[config.mk]
export PLATFORM = sky130hd
export DESIGN_NAME = rf_wport_arbiter
export DESIGN_NICKNAME = d
export VERILOG_FILES = /design/src/rtl/rf_wport_arbiter.sv
export SDC_FILE = /design/constraint.sdc
export NUM_CORES = 1
export LEC_CHECK = 0
export ABC_AREA = 1
export ABC_CLOCK_PERIOD_IN_PS = 2000
export BUFFER_PORTS_ARGS = -buffer_cell sky130_fd_sc_hd__buf_2
export CAP_MARGIN = 10
export CELL_PAD_IN_SITES_DETAIL_PLACEMENT = 0
export CELL_PAD_IN_SITES_GLOBAL_PLACEMENT = 1
export CORE_MARGIN = 2
export CORE_UTILIZATION = 39
export CTS_CLUSTER_SIZE = 28
export DETAILED_ROUTE_END_ITERATION = 8
export PLACE_DENSITY_LB_ADDON = 0.1
export SLEW_MARGIN = 20
export SYNTH_ARGS = -nofsm -noshare
export SYNTH_HDL_FRONTEND = slang
export SYNTH_SLANG_ARGS = --single-unit
[constraint.sdc]
create_clock -name i_clk -period 2 [get_ports i_clk]
set_input_delay 0.2 -clock i_clk [delete_from_list [all_inputs] [get_ports i_clk]]
set_output_delay 0.2 -clock i_clk [all_outputs]
set_load 0.01 [all_outputs]
[src/rtl/rf_wport_arbiter.sv]
// -----------------------------------------------------------------------------
// rf_wport_arbiter
//   Shares the single register-file write port between the pipeline WB stage
//   and a secondary multi-cycle requester. The pipeline always has priority.
//   Secondary writes are buffered in a 2-entry FIFO. If the FIFO head waits
//   too long, a stall request asks the pipeline to insert a WB bubble.
//
// Ports
//   i_clk, i_rst_n              clock, asynchronous active-low reset
//   i_wb_we/i_wb_rd/i_wb_data   pipeline write request (cannot be back-pressured)
//   i_sec_valid/_rd/_data       secondary write request
//   o_sec_ready                 secondary request accepted when valid && ready
//   o_rf_we/_rd/_data           registered register-file write port
//   o_rf_src                    0 = pipeline write, 1 = secondary write
//   o_pending_mask              registers with a secondary write still in flight
//   o_stall_req                 request for a pipeline WB bubble
// -----------------------------------------------------------------------------
module rf_wport_arbiter #(
  parameter int STARVE_LIMIT = 8
) (
  input  logic        i_clk,
  input  logic        i_rst_n,
  input  logic        i_wb_we,
  input  logic [4:0]  i_wb_rd,
  input  logic [31:0] i_wb_data,
  input  logic        i_sec_valid,
  input  logic [4:0]  i_sec_rd,
  input  logic [31:0] i_sec_data,
  output logic        o_sec_ready,
  output logic        o_rf_we,
  output logic [4:0]  o_rf_rd,
  output logic [31:0] o_rf_data,
  output logic        o_rf_src,
  output logic [31:0] o_pending_mask,
  output logic        o_stall_req
);

  localparam logic [3:0] LIMIT = 4'(STARVE_LIMIT);

  logic [4:0]  fifo_rd_q   [2];
  logic [31:0] fifo_data_q [2];
  logic        hd_q, hd_d;
  logic [1:0]  cnt_q, cnt_d;
  logic [3:0]  starve_q, starve_d;

  logic        rf_we_q, rf_we_d;
  logic [4:0]  rf_rd_q, rf_rd_d;
  logic [31:0] rf_data_q, rf_data_d;
  logic        rf_src_q, rf_src_d;

  logic        wb_act, sec_ready, push, pop, tail_idx;
  logic [31:0] mask;

  always_comb begin
    wb_act    = i_wb_we && (i_wb_rd != 5'd0);
    sec_ready = (cnt_q != 2'd2);
    push      = i_sec_valid && sec_ready;
    // Pop decision uses the pre-push count, so a freshly pushed entry never
    // leaves in its own acceptance cycle.
    pop       = (cnt_q != 2'd0) && !wb_act;
    // Push happens only when count < 2, so the tail slot is head + count[0].
    tail_idx  = hd_q ^ cnt_q[0];

    hd_d  = pop ? ~hd_q : hd_q;
    cnt_d = cnt_q;
    if (push && !pop)      cnt_d = cnt_q + 2'd1;
    else if (!push && pop) cnt_d = cnt_q - 2'd1;

    starve_d = starve_q;
    if ((cnt_q == 2'd0) || pop) starve_d = 4'd0;
    else if (starve_q != LIMIT) starve_d = starve_q + 4'd1;

    rf_we_d   = 1'b0;
    rf_rd_d   = rf_rd_q;
    rf_data_d = rf_data_q;
    rf_src_d  = rf_src_q;
    if (wb_act) begin
      rf_we_d   = 1'b1;
      rf_rd_d   = i_wb_rd;
      rf_data_d = i_wb_data;
      rf_src_d  = 1'b0;
    end else if (pop) begin
      // An x0 head is consumed like any other entry but never written.
      rf_we_d   = (fifo_rd_q[hd_q] != 5'd0);
      rf_rd_d   = fifo_rd_q[hd_q];
      rf_data_d = fifo_data_q[hd_q];
      rf_src_d  = 1'b1;
    end
  end

  always_ff @(posedge i_clk or negedge i_rst_n) begin
    if (!i_rst_n) begin
      fifo_rd_q[0]   <= 5'd0;
      fifo_rd_q[1]   <= 5'd0;
      fifo_data_q[0] <= 32'd0;
      fifo_data_q[1] <= 32'd0;
      hd_q           <= 1'b0;
      cnt_q          <= 2'd0;
      starve_q       <= 4'd0;
      rf_we_q        <= 1'b0;
      rf_rd_q        <= 5'd0;
      rf_data_q      <= 32'd0;
      rf_src_q       <= 1'b0;
    end else begin
      if (push) begin
        fifo_rd_q[tail_idx]   <= i_sec_rd;
        fifo_data_q[tail_idx] <= i_sec_data;
      end
      hd_q      <= hd_d;
      cnt_q     <= cnt_d;
      starve_q  <= starve_d;
      rf_we_q   <= rf_we_d;
      rf_rd_q   <= rf_rd_d;
      rf_data_q <= rf_data_d;
      rf_src_q  <= rf_src_d;
    end
  end

  // Registers still owed a secondary write: buffered entries plus the one
  // currently on the write port.
  always_comb begin
    mask = 32'd0;
    if (cnt_q == 2'd2) begin
      mask[fifo_rd_q[0]] = 1'b1;
      mask[fifo_rd_q[1]] = 1'b1;
    end else if (cnt_q == 2'd1) begin
      mask[fifo_rd_q[hd_q]] = 1'b1;
    end
    if (rf_we_q && rf_src_q) mask[rf_rd_q] = 1'b1;
    mask[0] = 1'b0;
  end

  assign o_sec_ready    = sec_ready;
  assign o_rf_we        = rf_we_q;
  assign o_rf_rd        = rf_rd_q;
  assign o_rf_data      = rf_data_q;
  assign o_rf_src       = rf_src_q;
  assign o_pending_mask = mask;
  assign o_stall_req    = (starve_q == LIMIT);

endmodule
==> results of run 1 <==
## report_power, final
part | leakage [nW] | switching, W | internal, W
clock network | 0.283 | 0.00114 | 0.00196
logic | 3.20 | 0.00449 | 0.00271
registers | 1.48 | 0.000793 | 0.00353
total | 4.96 | 0.00642 | 0.00820
## final cells by class
cell class                 instances  area (um^2)  share of cell area
tap                              225          282              0.0296
sequential                       120         3010               0.317
clock inverter                    14          174              0.0183
inverter                          70          270              0.0284
clock buffer                      18          429              0.0452
timing repair buffer             238         1700               0.179
multi-input combinational        725         3640               0.383
## flip-flops by register name, summed over array words and instances (netlist names)
register,count
fifo_rd_q,10
hd_q,1
o_rf_data,32
fifo_data_q,64
o_rf_rd,5
starve_q,4
o_rf_we,1
o_rf_src,1
cnt_q,2
## placed cells by master, fill, tap and decap left out, types with 2 or more instances in the layout
master,count
a21oi_1,32
buf_12,6
buf_2,131
buf_4,47
buf_6,23
bufinv_16,3
clkbuf_16,17
clkinv_2,2
clkinv_4,4
clkinvlp_4,4
dfrtp_1,112
dfrtp_2,8
dlygate4sd3_1,31
ha_1,3
ha_4,2
inv_1,60
inv_2,7
inv_6,2
nand2_1,344
nand2_2,23
nand2_4,15
nand3_1,142
nand3_2,19
nor2_1,17
nor2_2,5
nor2_4,16
nor3_1,5
nor3_2,7
o21ai_0,18
o21ai_1,69
xor2_1,4
## kinds of logic (layout without fill, tap and decap cells)
logic type | after synthesis | count (layout) | synth area share
AND/OR/NAND/NOR | 593 | 593 | 0.366
buffers and inverters | 124 | 340 | 0.0888
AO/OA/AOI/OAI | 120 | 120 | 0.0892
flip-flops | 120 | 120 | 0.438
adder cells (fa/ha/maj) | 6 | 6 | 0.0109
XOR/XNOR | 5 | 5 | 0.00638
other | 1 | 1 | 0.000547
## routing by layer
metal	vias up	track usage
li1	3532	-
met1	3258	0.315
met2	193	0.366
met3	27	0.0515
met4	0	0.0718
met5	-	0
## path summary, 6_finish.rpt
check | slack [ns] | endpoint
max | -0.05 | o_pending_mask[8]
min | 0.02 | o_rf_data[21]$_DFFE_PN0P_
max reg2reg | 0.32 | fifo_data_q[21]$_DFFE_PN0P_
min reg2reg | 0.48 | fifo_data_q[33]$_DFFE_PN0P_
max in group asynchronous | 1.02 | fifo_data_q[43]$_DFFE_PN0P_
min in group asynchronous | 0.34 | fifo_data_q[58]$_DFFE_PN0P_
## through the flow
| stage | util | setup TNS (ns) |
|---|---|---|
| after global routing | 0.551 | -2.99 |
| after floorplan | - | 0 |
| after global placement | 0.461 | 0 |
| after CTS | 0.530 | -1.07 |
| final | 0.551 | -0.392 |
| after detailed placement | 0.461 | 0 |
## worst max-delay path: stages, from the launching register on
cell and delay, ns:
dfrtp_2 0.45, buf_6 0.16, buf_6 0.10, nand2_4 0.04
nand2_4 0.11, nand2_4 0.08, nor2_4 0.19, nand2_1 0.09
nand3_2 0.09, buf_6 0.10
## repair_timing
item	4_1_cts	5_1_grt
hold endpoints to repair	74	0
gates resized for setup	49	88
pin swaps	17	29
endpoints found under the setup margin	31	31
buffers inserted	16	1
hold buffers	31	0
==> results.md, run 1 <==
* FP Rows at 48
* Clk Latency, worst-skew pair at roughly 0.43 ns
* Vias in the first global route at 6691
* Failing checks: negative setup slack
* Max-cap violations at 0
* Vias at approximately 7000
* Hpwl dp at roughly 14000 um
* Worst setup path start: hd_q$_DFFE_PN0P_
* Post-route ant nets at 0
* Post-synthesis register bit count at 120
* Final std cells w/o fill at between 1000 and 1500
* Hold_sp: i_wb_data[21]
* Largest net degree at the start of global routing at 49
* WHS at 0.0192 ns
* Crit path DAT at between 1.5 and 2 ns
* GP Congestion at roughly 0.9
* Synth Instances at 969
* Clk_skew at 0.0203 ns
* Diodes inserted at 0
* FF-to-FF path depth at 8
* Design area at about 9500 um^2
* CTS tree: built
* Die H at between 100 and 150 um
* H-tree Lvls at 4
* Status: complete, but fails checks
* Startpoint Class: flip-flop
* Ys Warns at 0
* Worst endpoint required time at about 1.8 ns
* Setup ws final at -0.0523 ns
* DR iter-0 viols at between 400 and 500
* Avg Inst Size Synth at a little over 7 um^2
* Setup violators final at 17
* Placement Cell Area at ~7900 um^2
* DRC Markers at 0
* Placed Cells at 1331
* Met1 WL at between 9000 and 10000 um
* Max frequency at 487 MHz
* Post-place setup slack at roughly 0.22 ns
* Leakage at between 4 and 5 nW
* Slew headroom at 0.520
* Worst-Margin Slew at slightly above 0.7 ns
* Synth top area cells: dfrtp_1, nand2_1, nand3_1
* Final worst-path cycle share at 1.03
* WHS Path Cells at 3
* Root Driver: clkbuf_16
* Met2 wire len at ~9700 um
* Count leader, synth: nand2_1
* Post-synth top cells: nand2_1, nand3_1, dfrtp_1
* Longest Clk Path Bufs at 2
* Initial core utilization at 0.398
* Max Used Layer: met4
* DR pass1 iterations at 5
* Power Total at between 0.01 and 0.015 W
* Asr flop ratio synth at 1.00
* Largest area contributor in the netlist: dfrtp_1
* GRT Total Usage at 0.231
* I/O Pins at about 150
* Number of synthesized flops with an enable pin at 0
* Number of buffers created by CTS at 17
* Setup CP Type: flip-flop to output port
* Final hold violation count at 0
* Fin nets at 1256
* Sequential share of the synthesized area at 0.438
* Fillcell total at about 1800
* Global-route wire length before repair at 33800 um
* Net Count, Synth at approximately 1100
* Mapped Area at just under 7000 um^2
* Final min period at 2.05 ns
* Core ar. at approximately 17000 um^2
* Hold Path Class: input port to flip-flop
* Final Slew Violations at 0
* Post-synth top area share at 0.438
* Initial antenna violation count at 0
* Layout cells sized above 1 at 0.290
* Critical R2R Launch: cnt_q[1]$_DFFE_PN0P_
* CTS clk-pin slew, worst paths at about 0.06 ns
* Grt total ovfl at 0
* Metal3 WL at between 1000 and 1500 um
* Setup crit end kind: output port
* PwrDens at between 1500 and 2000 nW/um^2
* CTS sink cnt at 120
* WL final at 21100 um
* RSZ-0062 raised after global routing: true
* Vias per cell at about 5
* Main flop type after synthesis: dfrtp_1
* Crit path max fanout at 6
* Cell variety after synth at 26
* Maximum vdd drop at 0.878 mV
* Avg WL per Cell at ~15 um
* Die ar. at approximately 19000 um^2
* PortBufs at between 100 and 150
* Syn-to-layout area delta at 38.5%
* Die width at 137 um
Power figures use the tool's default switching activity.
==> run 2, diff against run 1 <==
--- a/config.mk
+++ b/config.mk
@@ -5,14 +5,13 @@
 export SDC_FILE = /design/constraint.sdc
 export NUM_CORES = 1
 export LEC_CHECK = 0
-export ABC_AREA = 1
 export ABC_CLOCK_PERIOD_IN_PS = 2000
 export BUFFER_PORTS_ARGS = -buffer_cell sky130_fd_sc_hd__buf_2
-export CAP_MARGIN = 10
+export CAP_MARGIN = 5
 export CELL_PAD_IN_SITES_DETAIL_PLACEMENT = 0
 export CELL_PAD_IN_SITES_GLOBAL_PLACEMENT = 1
 export CORE_MARGIN = 2
-export CORE_UTILIZATION = 39
+export CORE_UTILIZATION = 42
 export CTS_CLUSTER_SIZE = 28
 export DETAILED_ROUTE_END_ITERATION = 8
 export PLACE_DENSITY_LB_ADDON = 0.1
==> results.md, run 2 <==
* Status: complete, but fails checks (unchanged)
* Failing checks: negative setup slack (unchanged)
* Clk Latency, worst-skew pair at 0.41 ns (was 0.43 ns)
* Setup crit end kind: output port (unchanged)
* DRC Markers at 0 (unchanged)
* Initial antenna violation count at 2 (was 0)
* Synth Instances at 566 (was 969)
* Crit path DAT at 2.03 ns (was 1.85 ns)
* H-tree Lvls at 4 (unchanged)
* Hpwl dp at 12600 um (was 14200 um)
* Post-route ant nets at 0 (unchanged)
* Fillcell total at 1306 (was 1752)
* DR iter-0 viols at 253 (was 409)
* Setup CP Type: flip-flop to output port (unchanged)
* Max-cap violations at 0 (unchanged)
* Largest register FFs at 64 (unchanged)
* DR pass1 iterations at 5 (unchanged)
* Setup TNS at -5.31 ns (was -0.392 ns)
* Post-synthesis register bit count at 120 (unchanged)
* Clock power share at 0.221 (was 0.212)
* Avg WL per Cell at 18.5 um (was 15.0 um)
* CTS clk-pin slew, worst paths at 0.06 ns (about the same)
* Multi-input logic area at 3320 um^2 (was 3640 um^2)
* Core ar. at 15100 um^2 (was 17200 um^2)
* Internal power at 0.00917 W (was 0.00820 W)
* Sequential share of the synthesized area at 0.466 (was 0.438)
* Ys Warns at 0 (unchanged)
* WHS at 0.0178 ns (was 0.0192 ns)
* Largest net degree at the start of global routing at 61 (was 49)
* Grt total ovfl at 0 (unchanged)
* Syn-to-layout area delta at 31.5% (was 38.5%)
* Count leader, synth: dfrtp_1 (was nand2_1)
* PwrDens at 1710 nW/um^2 (was 1540 nW/um^2)
* Crit path max fanout at 6 (unchanged)
* Post-synth top area share at 0.466 (was 0.438)
* Net Count, Synth at 650 (was 1053)
* Longest Clk Path Bufs at 2 (unchanged)
* Cell variety after synth at 41 (was 26)
* Asr flop ratio synth at 1.00 (unchanged)
* Root Driver: clkbuf_16 (unchanged)
* Number of synthesized flops with an enable pin at 0 (unchanged)
* Mapped Area at 6440 um^2 (was 6860 um^2)
* Most frequent cells in the layout: buf_2, dfrtp_1, mux2_2 (was nand2_1, nand3_1, buf_2)
* Clk_skew at 0.00787 ns (was 0.0203 ns)
* Initial core utilization at 0.427 (was 0.398)
* Gate power share at 0.464 (was 0.493)
* Die ar. at 16300 um^2 (was 18700 um^2)
* Register area at 3000 um^2 (was 3010 um^2)
* Reg power frac at 0.315 (was 0.295)
* Net Switching at 0.00534 W (was 0.00642 W)
* Final worst-path cycle share at 1.12 (was 1.03)
* Final Slew Violations at 0 (unchanged)
* RSZ-0062 raised after global routing: true (unchanged)
* Final hold violation count at 0 (unchanged)
* CTS sink cnt at 120 (unchanged)
* Avg Inst Size Synth at 11.4 um^2 (was 7.08 um^2)
* Number of buffers created by CTS at 17 (unchanged)
* Vias at 5182 (was 7010)
* Setup violators final at 31 (was 17)
* Commonest non-fill, non-tap cell in the layout: buf_2 (was nand2_1)
* CTS tree: built (unchanged)
* Max frequency at 448 MHz (was 487 MHz)
* FP Rows at 45 (was 48)
* Main flop type after synthesis: dfrtp_1 (unchanged)
* Global-route wire length before repair at 27900 um (was 33800 um)
* Maximum vdd drop at 0.813 mV (was 0.878 mV)
* Largest Register: fifo_data_q (unchanged)
* Die width at 128 um (was 137 um)
* Fin nets at 820 (was 1256)
* Hold Path Class: input port to flip-flop (unchanged)
* I/O Pins at 151 (unchanged)
* Leakage at 3.83 nW (was 4.96 nW)
* WL final at 17400 um (was 21100 um)
* GRT Total Usage at 0.220 (was 0.231)
* Post-synth top cells: dfrtp_1, mux2_2, nand2_1 (was nand2_1, nand3_1, dfrtp_1)
* Startpoint Class: flip-flop (unchanged)
* Die H at 128 um (was 137 um)
* Vias in the first global route at 5282 (was 6691)
* Final min period at 2.23 ns (was 2.05 ns)
* Worst endpoint required time at 1.80 ns (about the same)
* Synth top area cells: dfrtp_1, mux2_2, mux2i_1 (was dfrtp_1, nand2_1, nand3_1)
* Setup ws final at -0.230 ns (was -0.0523 ns)
* Largest area contributor in the netlist: dfrtp_1 (unchanged)
* Vias per cell at 5.52 (was 4.97)
* Layout cells sized above 1 at 0.483 (was 0.290)
* PortBufs at 149 (unchanged)
* GP Congestion at 0.845 (was 0.902)
* Sw Share at 0.368 (was 0.439)
## run 2: cells by family after synthesis
logic type,synth area share
and+or+nand+nor,0.103
AOI/OAI and AO/OA,0.112
DFF,0.466
adders and majority gates,0.0117
xor gates and xnor gates,0.00816
other,0.000582
buffers and inverters,0.0371
muxes,0.261
## run 2: layout make-up
type,instances,area share
flip-flops and latches,120,0.355
clock inverters,14,0.0232
diodes,2,0.000591
multi-input cells,396,0.393
well taps,188,0.0278
repair buffers,194,0.147
clock buffers,18,0.0507
inverters,7,0.00310
## run 2: layer usage
metal	share of wire	track usage	vias up
li1	-	-	2429
met1	0.45	0.284	2543
met2	0.46	0.355	179
met3	0.067	0.0601	31
met4	0.023	0.0860	0
met5	0	0	-
## run 2: power groups by stage
stage / combinational (W) / clock (W) / sequential (W)
finish: 0.00673 / 0.00321 / 0.00457
global route: 0.00736 / 0.00341 / 0.00477
CTS: 0.00673 / 0.00329 / 0.00457
detailed placement: 0.00636 / 0 / 0.00462
global placement: 0.00630 / 0 / 0.00455
floorplan: 0.00431 / 0 / 0.00445
## run 2: final timing paths
| path | from | endpoint | slack [ns] | cells past startpoint |
|---|---|---|---|---|
| max | cnt_q[1]$_DFFE_PN0P_ | o_pending_mask[26] | -0.23 | 6 |
| max reg2reg | cnt_q[1]$_DFFE_PN0P_ | fifo_data_q[3]$_DFFE_PN0P_ | 0.10 | 7 |
| max in group asynchronous | i_rst_n | o_rf_data[13]$_DFFE_PN0P_ | 1.05 | 3 |
| min in group asynchronous | i_rst_n | fifo_data_q[35]$_DFFE_PN0P_ | 0.30 | 2 |
| min | i_wb_data[15] | o_rf_data[15]$_DFFE_PN0P_ | 0.02 | 2 |
| min reg2reg | fifo_data_q[2]$_DFFE_PN0P_ | fifo_data_q[2]$_DFFE_PN0P_ | 0.50 | 1 |
## run 2: what timing repair did
item / in CTS / in global routing
pin swaps: 27 / 13
gates resized for setup: 39 / 7
hold buffers: 5 / 0
setup endpoints to repair: 31 / 31
buffers inserted: 5 / 2
hold endpoints to repair: 37 / 0
## run 2: metrics by stage
| step | cells | setup WS (ns) | power [W] | util | instance area [um^2] |
|---|---|---|---|---|---|
| floorplan | 566 | 0.0571 | 0.00876 | - | 6440 |
| finish | 939 | -0.230 | 0.0145 | 0.561 | 8470 |
| global placement | 893 | -0.0617 | 0.0109 | 0.501 | 7560 |
| global route | 937 | -0.358 | 0.0155 | 0.561 | 8460 |
| CTS | 935 | -0.217 | 0.0146 | 0.558 | 8420 |
| detailed placement | 893 | -0.0633 | 0.0110 | 0.501 | 7560 |
## run 2: worst max-delay path, stage by stage, from the launching register on
cell	delay, ns
dfrtp_1	0.42
ha_4	0.20
buf_6	0.13
and3b_2	0.26
a222oi_1	0.39
o21ai_2	0.09
buf_2	0.15
==> run 3, diff against run 2 <==
==> constraint.sdc (replaced) <==
create_clock -name i_clk -period 2 [get_ports i_clk]
set_input_delay 0.1 -clock i_clk [delete_from_list [all_inputs] [get_ports i_clk]]
set_output_delay 0.1 -clock i_clk [all_outputs]
set_load 0.01 [all_outputs]
==> results.md, run 3 (synthesis results as in run 2) <==
* Setup ws final at -0.158 ns (was -0.230 ns)
* Initial antenna violation count at 1 (was 2)
* FF-to-FF path depth at 6 (was 7)
* RSZ-0062 raised after global routing: true (unchanged)
* Layout cells sized above 1 at 0.479 (was 0.483)
* Grt total ovfl at 0 (unchanged)
* Startpoint Class: flip-flop (unchanged)
* Setup violators final at 32 (was 31)
* Commonest non-fill, non-tap cell in the layout: buf_2 (unchanged)
* GP Congestion at 0.860 (was 0.845)
* Final Slew Violations at 0 (unchanged)
* Die ar. at 16300 um^2 (unchanged)
* Largest Register: fifo_data_q (unchanged)
* Global-route wire length before repair at 28600 um (was 27900 um)
* Maximum vdd drop at 0.919 mV (was 0.813 mV)
* Cell Chain, Critical Path: ha_4 > buf_6 > and3b_2 > a222oi_1 > o21ai_1 > buf_2 (was ha_4 > buf_6 > and3b_2 > a222oi_1 > o21ai_2 > buf_2)
* WL final at 17900 um (was 17400 um)
* Vias at 5518 (was 5182)
* Post-route ant nets at 0 (unchanged)
* DR iter-0 viols at 334 (was 253)
* Crit path max fanout at 6 (unchanged)
* Design area at 9280 um^2 (was 8470 um^2)
* Status: complete, but fails checks (unchanged)
* Reg2Reg Setup Slack at 0 ns (was 0.10 ns)
* Setup crit end kind: output port (unchanged)
* Fin util at 0.615 (was 0.561)
* DRC Markers at 0 (unchanged)
* DR pass1 iterations at 7 (was 5)
* Final worst-path cycle share at 1.08 (was 1.12)
* I/O Pins at 151 (unchanged)
* Most frequent cells in the layout: buf_2, dfrtp_1, mux2_2 (unchanged)
* Final hold violation count at 0 (unchanged)
* Syn-to-layout area delta at 44.1% (was 31.5%)
* H-tree Lvls at 4 (unchanged)
* Longest Clk Path Bufs at 2 (unchanged)
* Placement Cell Area at 7490 um^2 (was 7560 um^2)
* Cell with the largest stage delay on the worst path: dfrtp_1 (unchanged)
* PortBufs at 149 (unchanged)
* Max frequency at 463 MHz (was 448 MHz)
* Worst-Margin Slew at ~0.5 ns
* Final min period at 2.16 ns (was 2.23 ns)
* Hpwl dp at 12100 um (was 12600 um)
* GRT Total Usage at 0.225 (was 0.220)
* Failing checks: negative setup slack (unchanged)
* CTS clk-pin slew, worst paths at 0.05 ns (was 0.06 ns)
* Crit path DAT at 2.06 ns (was 2.03 ns)
* Reg2reg end: fifo_data_q[61]$_DFFE_PN0P_ (was fifo_data_q[3]$_DFFE_PN0P_)
* Die width at 128 um (unchanged)
* Slew headroom at 0.662
* PwrDens at 1590 nW/um^2 (was 1710 nW/um^2)
* Worst endpoint required time at 1.90 ns (was 1.80 ns)
* Largest net degree at the start of global routing at 68 (was 61)
* WHS Path Cells at 3 (was 2)
* Initial core utilization at 0.427 (unchanged)
* Setup TNS at -2.60 ns (was -5.31 ns)
* Fin nets at 891 (was 820)
* Setup CP Type: flip-flop to output port (unchanged)
* Largest register FFs at 64 (unchanged)
* CTS tree: built (unchanged)
* Number of buffers created by CTS at 17 (unchanged)
* Die H at 128 um (unchanged)
* Hold Path Class: input port to flip-flop (unchanged)
* FP Rows at 45 (unchanged)
* Vias per cell at 5.46 (was 5.52)
* Clk Latency, worst-skew pair at 0.42 ns (was 0.41 ns)
* Root Driver: clkbuf_16 (unchanged)
* Critical R2R Launch: hd_q$_DFFE_PN0P_ (was cnt_q[1]$_DFFE_PN0P_)
* Vias in the first global route at 5573 (was 5282)
* Avg WL per Cell at 17.8 um (was 18.5 um)
* Leakage at 4.12 nW (was 3.83 nW)
* Max-cap violations at 0 (unchanged)
* Max stage delay on crit path at 0.41 ns (was 0.42 ns)
* Worst hold endpoint: o_rf_rd[4]$_DFFE_PN0P_ (was o_rf_data[15]$_DFFE_PN0P_)
* Clk_skew at 0.0119 ns (was 0.00787 ns)
* CTS sink cnt at 120 (unchanged)
* Hold_sp: i_wb_we (was i_wb_data[15])
* Core ar. at 15100 um^2 (unchanged)
* Power Total at 0.0147 W (was 0.0145 W)
==> run 3: cell types whose count changed in the layout (fill, tap and decap cells not counted), sizes merged <==
cell         delta
dlygate4sd3    +70
clkbuf          +3
bufinv          -2
buf             +1
inv             -1
==> run 3: worst max-delay path by stage <==
stage                               startpoint                     endpoint  slack (ns)  depth (start not counted)
after global placement    cnt_q[0]$_DFFE_PN0P_           o_pending_mask[20]        0.09                          6
after CTS                 cnt_q[1]$_DFFE_PN0P_           o_pending_mask[20]       -0.12                          6
after global routing      cnt_q[1]$_DFFE_PN0P_           o_pending_mask[16]       -0.23                          8
after detailed placement  cnt_q[0]$_DFFE_PN0P_           o_pending_mask[11]        0.07                          7
final                     cnt_q[1]$_DFFE_PN0P_           o_pending_mask[26]       -0.16                          6
after floorplan           cnt_q[0]$_DFFE_PN0P_  fifo_data_q[37]$_DFFE_PN0P_        0.11                          7
==> run 3: per-layer routing <==
| layer | routed length, um | vias up | GRT usage |
|---|---|---|---|
| met1 | 7960 | 2724 | 0.293 |
| li1 | - | 2573 | - |
| met2 | 8700 | 194 | 0.372 |
| met5 | 0 | - | 0 |
| met3 | 988 | 27 | 0.0497 |
| met4 | 284 | 0 | 0.0782 |
==> run 3: through the flow <==
| step | hold slack, ns | worst slack [ns] | std cells |
|---|---|---|---|
| finish | 0.0395 | -0.158 | 1010 |
| global route | 0.0584 | -0.235 | 1009 |
| CTS | 0.0225 | -0.121 | 1002 |
| detailed placement | 0.0345 | 0.0750 | 886 |
| global placement | 0.0273 | 0.0917 | 886 |
| floorplan | -0.196 | 0.105 | 566 |
==> run 3: where the power goes <==
group          leakage [nW]  switching, W  internal [W]  total [W]
clock network         0.286       0.00109       0.00193    0.00302
logic                  2.42       0.00344       0.00360    0.00704
registers              1.42       0.00100       0.00367    0.00468
total                  4.12       0.00554       0.00920     0.0147
==> run 3: timing repair <==
item                                   CTS  global route
endpoints found under the hold margin  135             0
resized for setup                       63            24
pin swaps                                6            19
hold buffers                            75             0
buffers inserted                         9             6
setup endpoints to repair               31            31
==> run 3: cell type report <==
cell class,instances,area (um^2)
inverter,7,28.8
timing repair buffer,265,1940
tap,188,235
multi-input combinational,396,3460
fill,1241,5810
clock buffer,21,470
sequential,120,3010
clock inverter,11,120
antenna,2,5.00
==> run 3: worst max-delay path, delay by kind of cell (launching register included) <==
kind                       cells  cell delay [ns]
AOI/OAI and AO/OA              2             0.50
DFF                            1             0.41
buffers and inverters          2             0.30
and+or+nand+nor                1             0.24
adders and majority gates      1             0.20
